--- config.mk ---
export PLATFORM = sky130hd
export DESIGN_NAME = dac_sample_feeder_flat
export DESIGN_NICKNAME = d
export VERILOG_FILES = /design/src/rtl/dac_sample_feeder_if.sv /design/src/rtl/dac_sample_feeder.sv /design/src/flat_wrapper.sv
export SDC_FILE = /design/constraint.sdc
export NUM_CORES = 1
export LEC_CHECK = 0
export BUFFER_PORTS_ARGS = -buffer_cell sky130_fd_sc_hd__buf_2
export CORE_ASPECT_RATIO = 1.75
export CORE_MARGIN = 2
export CORE_UTILIZATION = 53
export CTS_CLUSTER_SIZE = 24
export DETAILED_ROUTE_END_ITERATION = 16
export GPL_ROUTABILITY_DRIVEN = 0
export PLACE_DENSITY = 0.79
export SETUP_SLACK_MARGIN = 0.3
export SYNTH_ARGS = -nofsm -noshare
export SYNTH_HDL_FRONTEND = slang
export SYNTH_SLANG_ARGS = --single-unit
--- constraint.sdc ---
create_clock -name clk -period 3.03 [get_ports clk]
set_input_delay 0.303 -clock clk [delete_from_list [all_inputs] [get_ports clk]]
set_output_delay 0.303 -clock clk [all_outputs]
set_load 0.005 [all_outputs]
--- src/rtl/dac_sample_feeder_if.sv ---
`default_nettype none
// ============================================================================
// dac_sample_feeder_if : producer push port plus DAC start/busy handshake. Rev 1.0
// ============================================================================
interface dac_sample_feeder_if #(
  parameter int DATA_W = 16
) ();
  logic [DATA_W-1:0] in_data;
  logic              in_valid;
  logic              in_ready;
  logic [DATA_W-1:0] dac_data;
  logic              dac_start;
  logic              dac_busy;

  // master: the feeder itself; slave: producer and serializer around it
  modport master (
    input  in_data, in_valid, dac_busy,
    output in_ready, dac_data, dac_start
  );
  modport slave (
    output in_data, in_valid, dac_busy,
    input  in_ready, dac_data, dac_start
  );
endinterface
`default_nettype wire

--- src/rtl/dac_sample_feeder.sv ---
`default_nettype none
// ============================================================================
// dac_sample_feeder : FIFO-buffered, rate-paced word source for a DAC serializer.
// Option macro DAC_FEEDER_UNDERFLOW_CNT_EN adds a saturating underflow_cnt. Rev 1.0
// ============================================================================
module dac_sample_feeder #(
  parameter int DATA_W     = 16,
  parameter int FIFO_DEPTH = 8,
  parameter int DIV_W      = 16
) (
  input  logic                        clk,
  input  logic                        rst,
  dac_sample_feeder_if.master         bus,
  input  logic                        enable,
  input  logic [DIV_W-1:0]            rate_div,
  output logic [$clog2(FIFO_DEPTH):0] fifo_level,
  output logic                        underflow,
  output logic                        missed_tick
`ifdef DAC_FEEDER_UNDERFLOW_CNT_EN
  ,
  output logic [15:0]                 underflow_cnt
`endif
);
  localparam int AW = $clog2(FIFO_DEPTH);
  localparam int LW = AW + 1;
  localparam logic [LW-1:0] FULL_LEVEL = LW'(FIFO_DEPTH);

  typedef enum logic [1:0] {
    IDLE      = 2'd0,
    WAIT_BUSY = 2'd1,
    WAIT_DONE = 2'd2
  } state_t;

  state_t            state, state_nxt;
  logic [DATA_W-1:0] mem [FIFO_DEPTH];
  logic [AW-1:0]     wr_ptr, rd_ptr;
  logic [LW-1:0]     level;
  logic [DIV_W-1:0]  cnt;
  logic [DATA_W-1:0] dac_data_r;
  logic              dac_start_r;
  logic              underflow_r, missed_r;
  logic              full, empty, push, pop, tick;
  logic              start_nxt, underflow_nxt, missed_nxt;

  assign full         = (level == FULL_LEVEL);
  assign empty        = (level == '0);
  assign bus.in_ready = !rst && !full;
  assign push         = bus.in_valid && bus.in_ready;
  assign tick         = enable && (cnt == '0);

  assign bus.dac_data  = dac_data_r;
  assign bus.dac_start = dac_start_r;
  assign fifo_level    = level;
  assign underflow     = underflow_r;
  assign missed_tick   = missed_r;

  // Held at rate_div while disabled, so the first tick lands rate_div cycles after enable
  always_ff @(posedge clk) begin
    if (rst || !enable || cnt == '0) begin
      cnt <= rate_div;
    end else begin
      cnt <= cnt - DIV_W'(1);
    end
  end

  always_ff @(posedge clk) begin
    if (push) begin
      mem[wr_ptr] <= bus.in_data;
    end
  end

  always_ff @(posedge clk) begin
    if (rst) begin
      wr_ptr <= '0;
      rd_ptr <= '0;
      level  <= '0;
    end else begin
      if (push) begin
        wr_ptr <= wr_ptr + AW'(1);
      end
      if (pop) begin
        rd_ptr <= rd_ptr + AW'(1);
      end
      if (push && !pop) begin
        level <= level + LW'(1);
      end else if (pop && !push) begin
        level <= level - LW'(1);
      end
    end
  end

  always_ff @(posedge clk) begin
    if (rst) begin
      state <= IDLE;
    end else begin
      state <= state_nxt;
    end
  end

  always_comb begin
    state_nxt     = state;
    pop           = 1'b0;
    start_nxt     = 1'b0;
    underflow_nxt = 1'b0;
    missed_nxt    = 1'b0;
    case (state)
      IDLE: begin
        if (tick) begin
          pop           = !empty;
          underflow_nxt = empty;
          start_nxt     = 1'b1;
          state_nxt     = WAIT_BUSY;
        end
      end
      WAIT_BUSY: begin
        missed_nxt = tick;
        if (bus.dac_busy) begin
          state_nxt = WAIT_DONE;
        end
      end
      WAIT_DONE: begin
        missed_nxt = tick;
        if (!bus.dac_busy) begin
          state_nxt = IDLE;
        end
      end
      default: state_nxt = IDLE;
    endcase
  end

  // On underflow dac_data is left alone, so the serializer repeats the last word
  always_ff @(posedge clk) begin
    if (rst) begin
      dac_data_r  <= '0;
      dac_start_r <= 1'b0;
      underflow_r <= 1'b0;
      missed_r    <= 1'b0;
    end else begin
      if (pop) begin
        dac_data_r <= mem[rd_ptr];
      end
      dac_start_r <= start_nxt;
      underflow_r <= underflow_nxt;
      missed_r    <= missed_nxt;
    end
  end

`ifdef DAC_FEEDER_UNDERFLOW_CNT_EN
  always_ff @(posedge clk) begin
    if (rst) begin
      underflow_cnt <= '0;
    end else if (underflow_nxt && underflow_cnt != 16'hFFFF) begin
      underflow_cnt <= underflow_cnt + 16'd1;
    end
  end
`endif
endmodule
`default_nettype wire

--- src/flat_wrapper.sv ---
// flat-port wrapper written by rule: the top's interface ports become plain ports
module dac_sample_feeder_flat 
#(
  parameter int DATA_W     = 16,
  parameter int FIFO_DEPTH = 8,
  parameter int DIV_W      = 16
)
  (clk, rst, enable, rate_div, fifo_level, underflow, missed_tick, bus_in_data, bus_in_valid, bus_dac_busy, bus_in_ready, bus_dac_data, bus_dac_start);
  dac_sample_feeder_if #(.DATA_W(DATA_W)) bus_i ();
  input  logic clk;
  input  logic rst;
  input  logic enable;
  input  logic [DIV_W-1:0] rate_div;
  output logic [$clog2(FIFO_DEPTH):0] fifo_level;
  output logic underflow;
  output logic missed_tick;
  input wire logic [$bits(bus_i.in_data)-1:0] bus_in_data;
  input wire logic [$bits(bus_i.in_valid)-1:0] bus_in_valid;
  input wire logic [$bits(bus_i.dac_busy)-1:0] bus_dac_busy;
  output wire logic [$bits(bus_i.in_ready)-1:0] bus_in_ready;
  output wire logic [$bits(bus_i.dac_data)-1:0] bus_dac_data;
  output wire logic [$bits(bus_i.dac_start)-1:0] bus_dac_start;
  assign bus_i.in_data = bus_in_data;
  assign bus_i.in_valid = bus_in_valid;
  assign bus_i.dac_busy = bus_dac_busy;
  assign bus_in_ready = bus_i.in_ready;
  assign bus_dac_data = bus_i.dac_data;
  assign bus_dac_start = bus_i.dac_start;
  dac_sample_feeder #(.DATA_W(DATA_W), .FIFO_DEPTH(FIFO_DEPTH), .DIV_W(DIV_W)) u_core (.clk(clk), .rst(rst), .bus(bus_i), .enable(enable), .rate_div(rate_div), .fifo_level(fifo_level), .underflow(underflow), .missed_tick(missed_tick));
endmodule
==> results.toml, run 1 <==
[synthesis]
yosysSeqAreaShare_pct = 68.5
synthArstFlopShare_pct = 0
syn_area_sq_um = 6990
synth_ff_type = "edfxtp_1"
yosysUniqueCellTypes = 40
avgSynthCellArea_sq_um = 16.4
synth-seq-cells = 175
synth_cells = 427
synth_nets = 476
ys_warn_count = 0
synth_edf_count = 128

[global_routing]
antenna_found_initial = 0
grt_max_degree = 33
grt_pass1_vias = 4183
grt_overflow = 0
track_usage_pct = 20.2
grt_pass1_wl_microns = 21400

[clock_tree]
cts_tree = "done"
cts.root.buffer_cell = "clkbuf_16"
htreeDepth = 4
clk_pin_slew_ns = 0.07
cts_buffer_depth = 2
clock_sinks = 175
insertion_delay_ns = 0.41
numCtsBuffers = 17

[detailed_routing]
vias = 3937
firstDrtPassIters = 4
viasPerCell = 5.60
drt_iter0_drc = 311
final_antenna_net_count = 0
wl_per_cell_microns = 19.4
route.detailed.drc = 0
wirelength_microns = 13600

[power]
p_total_mw = 5.08
p_leak_nw = 2.86
pwr_density_cell_nw_per_um2 = 612
peakVddDrop_mv = 0.411

[placed_design]
dp.cells = 667
io_buffer_count = 60
dp_hpwl_microns = 8990

[critical_path]
required_ns = 3.38
arrival_ns = 2.96
reg2reg_from = "u_core.cnt[1]"
worstSetupEndpointType = "register"
crit_fanout = 4
slowest_stage = "dfxtp_1"
r2r-end = "u_core.fifo_level[3]"
crit_path_max_incr_delay_ns = 0.33
start_kind = "register"
r2r_setup_slack_ns = 0.42
rr_worst_depth = 14
path_cells = "inv_1 -> ha_2 -> nor4b_4 -> nand4_4 -> nor2_4 -> inv_1 -> ha_2 -> inv_2 -> ha_1 -> a21o_1 -> a21oi_2 -> xnor2_1 -> or3_1 -> a21oi_1"
crit_type = "register to register"

[die]
die_area_sq_um = 14200
start_util_pct = 54.0
num_rows = 55
die_x_microns = 90.8
die_h_microns = 156
io_pins = 61
coreArea_sq_um = 12900

[final_layout]
fin_nets = 568
antenna_cells = 0
nFillCells = 915
drive_gt1_share_pct = 33.8
multi_input_area_sq_um = 2130
layout-area-overhead-vs-synth_pct = 18.9
fin_cells = 703
seqCellArea_sq_um = 4790
post-route-util_pct = 64.2

[timing]
post-route-period-util_pct = 86.1
skew_ns = 0.00977
timing.final.crit_period_ns = 2.61
maxSlewHeadroom_pct = 44.4
setup_viol = 0
setup-tns-final_ns = 0
rsz0062_at_grt = "false"
finalHoldViolCount = 0
tightest_slew_ns = 0.833
fmax_mhz = 383
drv_slew = 0

[worst_hold_path]
hp-class = "input port to register"
worstHoldStart = "rate_div[4]"
holdPathStages = 3
whs_endpoint = "u_core.cnt[4]"

[outcome]
outcome = "finished clean"

[flow_run]
drv_cap = 0
[where the power goes]
group / internal (mW) / switching, mW / leakage, nW
registers: 2.62 / 0.0484 / 1.54
logic: 0.112 / 0.133 / 1.03
clock network: 1.24 / 0.928 / 0.287
[per-stage QoR]
stage          hold slack, ns  worst slack, ns  instance area, sq um
2_1_floorplan           0.402            0.232                  7010
3_3_place_gp            0.486            0.288                  7640
3_5_place_dp            0.491            0.199                  7640
4_1_cts                0.0788            0.302                  8270
5_1_grt                 0.107            0.303                  8310
6_report               0.0917            0.422                  8310
[worst max-delay path: cells and delay by family (launching register included)]
| kind | cells | cell delay (ns) |
|---|---|---|
| compound gates | 3 | 0.47 |
| flops | 1 | 0.33 |
| buf+inv | 3 | 0.21 |
| simple gates | 4 | 0.84 |
| xor+xnor | 1 | 0.09 |
| fa+ha+maj | 3 | 0.60 |
[placed cells by master, fill, tap and decap left out, types with 2 or more instances in the layout]
master,instances
nand2b_1,6
xnor2_1,11
ha_1,9
dfxtp_1,45
clkinvlp_4,2
clkinv_4,2
nor4_4,3
dfxtp_2,2
nor3b_1,2
mux4_2,32
or3_1,2
nor3_2,3
nor2_1,35
a21oi_1,6
nand4_1,2
a211oi_1,10
inv_6,6
inv_8,2
inv_1,9
bufinv_16,2
nor3_1,4
nand2_1,24
o21ai_1,4
clkbuf_16,17
edfxtp_1,128
o21ai_0,16
a211oi_2,7
and2_1,2
buf_4,30
buf_2,60
ha_2,2
mux2i_1,20
xor2_1,9
[registers in the layout, summed over array words and instances, names as in the netlist]
register              flops
u_core.bus.dac_start      1
u_core.bus.dac_data      16
u_core.cnt               16
u_core.underflow          1
u_core.mem              128
u_core.fifo_level         4
u_core.missed_tick        1
u_core.rd_ptr             3
u_core.wr_ptr             3
u_core.state              2
[cells in the mapped netlist (all sizes together) (3+ instances only)]
library cell | instances | area, sq um
o21ai | 20 | 100
nor2 | 36 | 143
mux2i | 20 | 200
a21oi | 7 | 35.0
or3 | 3 | 20.0
nand2 | 24 | 90.1
clkbuf | 4 | 16.3
edfxtp | 128 | 3840
nand4 | 3 | 25.0
dfxtp | 47 | 941
xnor2 | 11 | 96.3
ha | 11 | 138
nand2b | 6 | 37.5
xor2 | 9 | 78.8
a211oi | 17 | 163
nor4 | 4 | 70.1
mux4 | 32 | 721
nor3 | 7 | 35.0
inv | 10 | 37.5
buf | 14 | 77.6
[worst max-delay path by stage]
stage,endpoint,start,slack (ns)
final,u_core.fifo_level[3],u_core.cnt[1],0.42
after CTS,u_core.fifo_level[3],u_core.cnt[0],0.30
after detailed placement,u_core.fifo_level[3],u_core.cnt[6],0.20
after global routing,u_core.fifo_level[3],u_core.cnt[0],0.30
after global placement,u_core.fifo_level[3],u_core.cnt[6],0.29
after floorplan,u_core.fifo_level[3],u_core.cnt[0],0.23
[logic make-up after synthesis]
family                   count (synthesis)  share of synthesized area (%)
flip-flops                             175                           68.5
AO/OA/AOI/OAI                           45                           4.37
buffers and inverters                   28                           1.88
adder cells (fa/ha/maj)                 12                           2.26
multiplexers                            52                           13.2
XOR/XNOR                                20                           2.51
AND/OR/NAND/NOR                         95                           7.36
[layout make-up]
| cell class | count | share of cell area (%) |
|---|---|---|
| clock buffer | 17 | 5.12 |
| clock inverter | 15 | 2.06 |
| inverter | 10 | 0.452 |
| multi-input combinational | 224 | 25.6 |
| sequential | 175 | 57.6 |
| tap | 171 | 2.58 |
| timing repair buffer | 91 | 6.57 |
[layer usage]
metal / share of wire (%) / track usage (%) / vias up
met4: 1.9 / 8.30 / 0
met2: 56 / 38.6 / 91
met3: 3.1 / 3.72 / 14
li1: - / - / 1825
met1: 39 / 21.8 / 2007
met5: 0 / 0 / -
[what timing repair did]
item / in CTS / in global routing
pin swaps: 2 / 1
setup buffers: 2 / 2
endpoints found under the setup margin: 1 / 1
gates resized for setup: 2 / 7
hold buffers: 0 / 0
Power figures use the tool's default switching activity.
==> run 2, diff against run 1 <==
Settings changed: ABC_AREA set to 1, CORE_ASPECT_RATIO 1.75 to 1.2, CORE_UTILIZATION 53 to 54, PLACE_DENSITY 0.79 to 0.8.
==> run 2 against run 1 <==
Fmax up 1.2%. Register-to-register slack better by 0.03 ns. First-iteration DRC count up 77%. Critical path type unchanged. Critical endpoint unchanged.
==> results.toml, run 2 <==
[timing]
maxSlewHeadroom_pct = 49.1
setup_viol = 0
setup_ws_ns = 0.453
timing.final.crit_period_ns = 2.58
tightest_slew_ns = 0.762
skew_ns = 0.0108
drv_slew = 0
setup-tns-final_ns = 0
finalHoldViolCount = 0
fmax_mhz = 388
post-route-period-util_pct = 85.0
rsz0062_at_grt = "false"

[synthesis]
synth_most_common_cell = "nor2_1"
ys_warn_count = 0
avgSynthCellArea_sq_um = 10.3
synth-seq-cells = 175
synth_nets = 769
syn_area_sq_um = 7420
synth_ff_type = "edfxtp_1"
synthArstFlopShare_pct = 0
synth_cells = 720
synth_common_cells = "nor2_1, edfxtp_1, nand2_1, o21ai_1, o21ai_0"
yosys.area.top_type = "edfxtp_1"
synth.area.top_cells = "edfxtp_1, dfxtp_1, nor2_1"
yosysSeqAreaShare_pct = 64.5
yosysUniqueCellTypes = 35
synth_edf_count = 128
yosys.area.top_type_share_pct = 51.8

[global_routing]
track_usage_pct = 23.3
antenna_found_initial = 0
grt_pass1_wl_microns = 26800
grt_overflow = 0
grt_pass1_vias = 5524
grt_max_degree = 67

[die]
coreArea_sq_um = 13400
die_area_sq_um = 14700
die_h_microns = 132
die_x_microns = 111
start_util_pct = 55.6
io_pins = 61
num_rows = 46

[final_layout]
largest_register = "u_core.mem"
stdcell_area_sq_um = 8410
largest_reg_flops = 128
layout-area-overhead-vs-synth_pct = 13.3
antenna_cells = 0
layout_common_cells = "nor2_1, edfxtp_1, nand2_1"
final_common_cell = "nor2_1"
drive_gt1_share_pct = 17.0
fin_nets = 829
post-route-util_pct = 63.0

[clock_tree]
cts.root.buffer_cell = "clkbuf_16"
clock_sinks = 175
clk_pin_slew_ns = 0.06
cts_setup_buffers = 0
insertion_delay_ns = 0.43
numCtsBuffers = 17
cts_buffer_depth = 2
post_cts_resized = 0
hold_buffers = 0
cts_tree = "done"
htreeDepth = 4

[power]
switching_share_pct = 23.5
p_total_mw = 5.08
clkPwrFrac_pct = 40.4
seq_power_share_pct = 52.5
pwr_density_cell_nw_per_um2 = 605
switchingPower_mw = 1.19
internal_power_mw = 3.89
p_leak_nw = 3.29
combPwrFrac_pct = 7.0
peakVddDrop_mv = 0.384

[placed_design]
dp_hpwl_microns = 10300
io_buffer_count = 60
place_ws_ns = 0.561
postPlaceCellArea_sq_um = 7850

[outcome]
outcome = "finished clean"

[critical_path]
arrival_ns = 2.93
worstSetupEndpointType = "register"
crit_fanout = 5
start_kind = "register"
crit_type = "register to register"
required_ns = 3.39

[detailed_routing]
firstDrtPassIters = 6
final_antenna_net_count = 0
wl_per_cell_microns = 17.4
route.detailed.drc = 0
viasPerCell = 5.66
vias = 5437
wirelength_microns = 16700
drt_iter0_drc = 549

[worst_hold_path]
hp-class = "input port to register"

[flow_run]
drv_cap = 0
## run 2: layer usage
layer	track usage (%)	part of all wire, %	vias to the layer above
met5	0	0	-
met4	13.1	3.7	0
met3	5.36	6.5	52
met2	40.9	52	255
met1	26.2	38	2586
li1	-	-	2544
## run 2: logic make-up (layout without fill, tap and decap cells)
kind of cell	count (synthesis)	in the layout	share of synthesized area, %
DFF	175	175	64.5
xor gates and xnor gates	11	11	1.30
and+or+nand+nor	301	301	17.3
buffers and inverters	71	144	4.57
adders and majority gates	12	12	2.12
AOI/OAI and AO/OA	150	150	10.3
## run 2: worst max-delay path, cell delays in order, from the launching register on
cell and delay [ns]:
dfxtp_1 0.33, inv_1 0.11, ha_1 0.17, nand2_1 0.14, nor2_8 0.17, nand3_4 0.09, nor2_4 0.12, inv_4 0.06
ha_1 0.22, inv_1 0.13, ha_1 0.29, a21oi_1 0.15, and2_1 0.16, xor2_1 0.18, nand2_1 0.07, a21oi_1 0.12
## run 2: final cells by class
type,count,area [sq um]
Clock buffer,17,425
Clock inverter,15,135
Fill cell,1011,4940
Inverter,39,154
Multi-Input combinational cell,474,2300
Sequential cell,175,4790
Tap cell,168,210
Timing Repair Buffer,73,398
## run 2: final timing paths
kind / start / to / slack (ns) / depth (start not counted)
min: rate_div[14] / u_core.cnt[14] / 0.10 / 3
max: u_core.cnt[0] / u_core.fifo_level[3] / 0.45 / 15
max reg2reg: u_core.cnt[0] / u_core.fifo_level[3] / 0.45 / 15
min reg2reg: u_core.wr_ptr[0] / u_core.wr_ptr[0] / 0.49 / 2
## run 2: stage by stage
stage	std cells	hold WS, ns
6_report	961	0.101
4_1_cts	961	0.0855
5_1_grt	961	0.102
3_5_place_dp	929	0.489
2_1_floorplan	720	0.372
3_3_place_gp	929	0.481
## run 2: power by group through the flow
stage                     sequential, mW  clock (mW)  combinational, mW
after global placement              2.71           0              0.327
after CTS                           2.67        2.07              0.356
after global routing                2.68        2.18              0.401
final                               2.67        2.06              0.357
after floorplan                     2.71           0              0.234
after detailed placement            2.72           0              0.351
==> run 3, diff against run 2 <==
Settings changed: RECOVER_POWER set to 100.
==> run 3 against run 2 <==
First-iteration DRC count shrank 10%. Largest power group unchanged. Highest routed layer unchanged. Final cell count is the same. Clock power is essentially flat. Critical path type unchanged.
==> results.toml, run 3 (synthesis results as in run 2) <==
[global_routing]
met3_usage_pct = 5.36
grt_overflow = 0
track_usage_pct = 23.3
grt_pass1_wl_microns = 26800
grt_pass1_vias = 5524
grt_use_met1_pct = 26.2
use_met2_pct = 40.9
antenna_found_initial = 0
grt_max_degree = 67
busiest_layer = "met2"

[timing]
timing.final.crit_period_ns = 2.68
setup_viol = 0
tightest_slew_ns = 1.31
skew_ns = 0.00966
post-route-period-util_pct = 88.4
maxSlewHeadroom_pct = 12.8
setup-tns-final_ns = 0
rsz0062_at_grt = "false"
finalHoldViolCount = 0
fmax_mhz = 373
drv_slew = 0

[worst_hold_path]
holdPathStages = 3
hp-class = "input port to register"

[final_layout]
multi_input_area_sq_um = 2280
final_common_cell = "nor2_1"
layout-area-overhead-vs-synth_pct = 12.0
stdcell_area_sq_um = 8310
largest_reg_flops = 128
seqCellArea_sq_um = 4790
drive_gt1_share_pct = 11.6
largest_register = "u_core.mem"
fin_nets = 829
antenna_cells = 0
layout_common_cells = "nor2_1, edfxtp_1, nand2_1"
nFillCells = 1043

[detailed_routing]
vias = 5422
final_antenna_net_count = 0
firstDrtPassIters = 5
wirelength_microns = 16800
wl_per_cell_microns = 17.4
viasPerCell = 5.64
route.detailed.drc = 0
drt_iter0_drc = 493

[clock_tree]
cts.root.buffer_cell = "clkbuf_16"
htreeDepth = 4
post_cts_resized = 0
hold_buffers = 0
clock_sinks = 175
cts_setup_buffers = 0
numCtsBuffers = 17
cts_tree = "done"
cts_buffer_depth = 2
insertion_delay_ns = 0.43
clk_pin_slew_ns = 0.07

[critical_path]
crit_fanout = 5
required_ns = 3.39
rr_worst_depth = 15
start_kind = "register"
worstSetupEndpointType = "register"
arrival_ns = 3.04
crit_type = "register to register"

[die]
start_util_pct = 55.6
die_h_microns = 132
coreArea_sq_um = 13400
num_rows = 46
die_x_microns = 111
die_area_sq_um = 14700
io_pins = 61

[placed_design]
dp_hpwl_microns = 10300
postPlaceCellArea_sq_um = 7850
io_buffer_count = 60

[power]
pwr_density_cell_nw_per_um2 = 611
peakVddDrop_mv = 0.384
p_leak_nw = 3.12

[outcome]
outcome = "finished clean"

[flow_run]
drv_cap = 0
-- run 3: cell count changes in the layout (fill, tap and decap cells not counted), moves of 2 or more --
cell	delta
buf_4	-9
buf_2	-33
clkbuf_2	+2
o21ai_1	-22
clkbuf_1	+40
o21ai_0	+22
-- run 3: metal layers --
layer	wire length, microns	vias to the layer above	share of wire (%)
li1	-	2545	-
met1	6550	2580	39
met2	8600	248	51
met3	1030	49	6.1
met4	582	0	3.5
met5	0	-	0
-- run 3: per-stage QoR --
step | hold slack, ns | utilization, % | worst slack, ns | cells | power [mW]
floorplan | 0.372 | - | 0.651 | 720 | 2.95
global placement | 0.481 | 58.8 | 0.638 | 929 | 3.04
detailed placement | 0.489 | 58.8 | 0.561 | 929 | 3.07
CTS | 0.0855 | 63.0 | 0.462 | 961 | 5.10
global route | 0.102 | 62.3 | 0.184 | 961 | 5.25
finish | 0.0995 | 62.3 | 0.351 | 961 | 5.08
-- run 3: power by group --
| part | leakage, nW | internal, mW | switching [mW] | total (mW) |
|---|---|---|---|---|
| registers | 1.54 | 2.63 | 0.0448 | 2.67 |
| logic | 1.30 | 0.116 | 0.230 | 0.347 |
| clock network | 0.276 | 1.14 | 0.921 | 2.06 |
-- run 3: cell type report --
type / instances / area share (%)
clock inverter: 15 / 1.63
sequential: 175 / 57.6
tap: 168 / 2.53
inverter: 39 / 1.85
timing repair buffer: 73 / 3.91
clock buffer: 17 / 5.12
multi-input combinational: 474 / 27.4
-- run 3: worst paths after layout --
path	endpoint	startpoint	slack (ns)
setup / recovery	u_core.fifo_level[3]	u_core.cnt[0]	0.35
hold / removal	u_core.cnt[8]	rate_div[8]	0.1
setup reg to reg	u_core.fifo_level[3]	u_core.cnt[0]	0.35
hold reg to reg	u_core.wr_ptr[0]	u_core.wr_ptr[0]	0.49
-- run 3: worst max-delay path, cell delays in order, from the launching register on --
cell and delay (ns):
dfxtp_1 0.33, inv_1 0.11, ha_1 0.17, nand2_1 0.06
nor2_1 0.26, nand3_4 0.12, nor2_4 0.13, inv_4 0.06
ha_1 0.22, inv_1 0.13, ha_1 0.29, a21oi_1 0.16
and2_0 0.18, xor2_1 0.20, nand2_1 0.07, a21oi_1 0.12
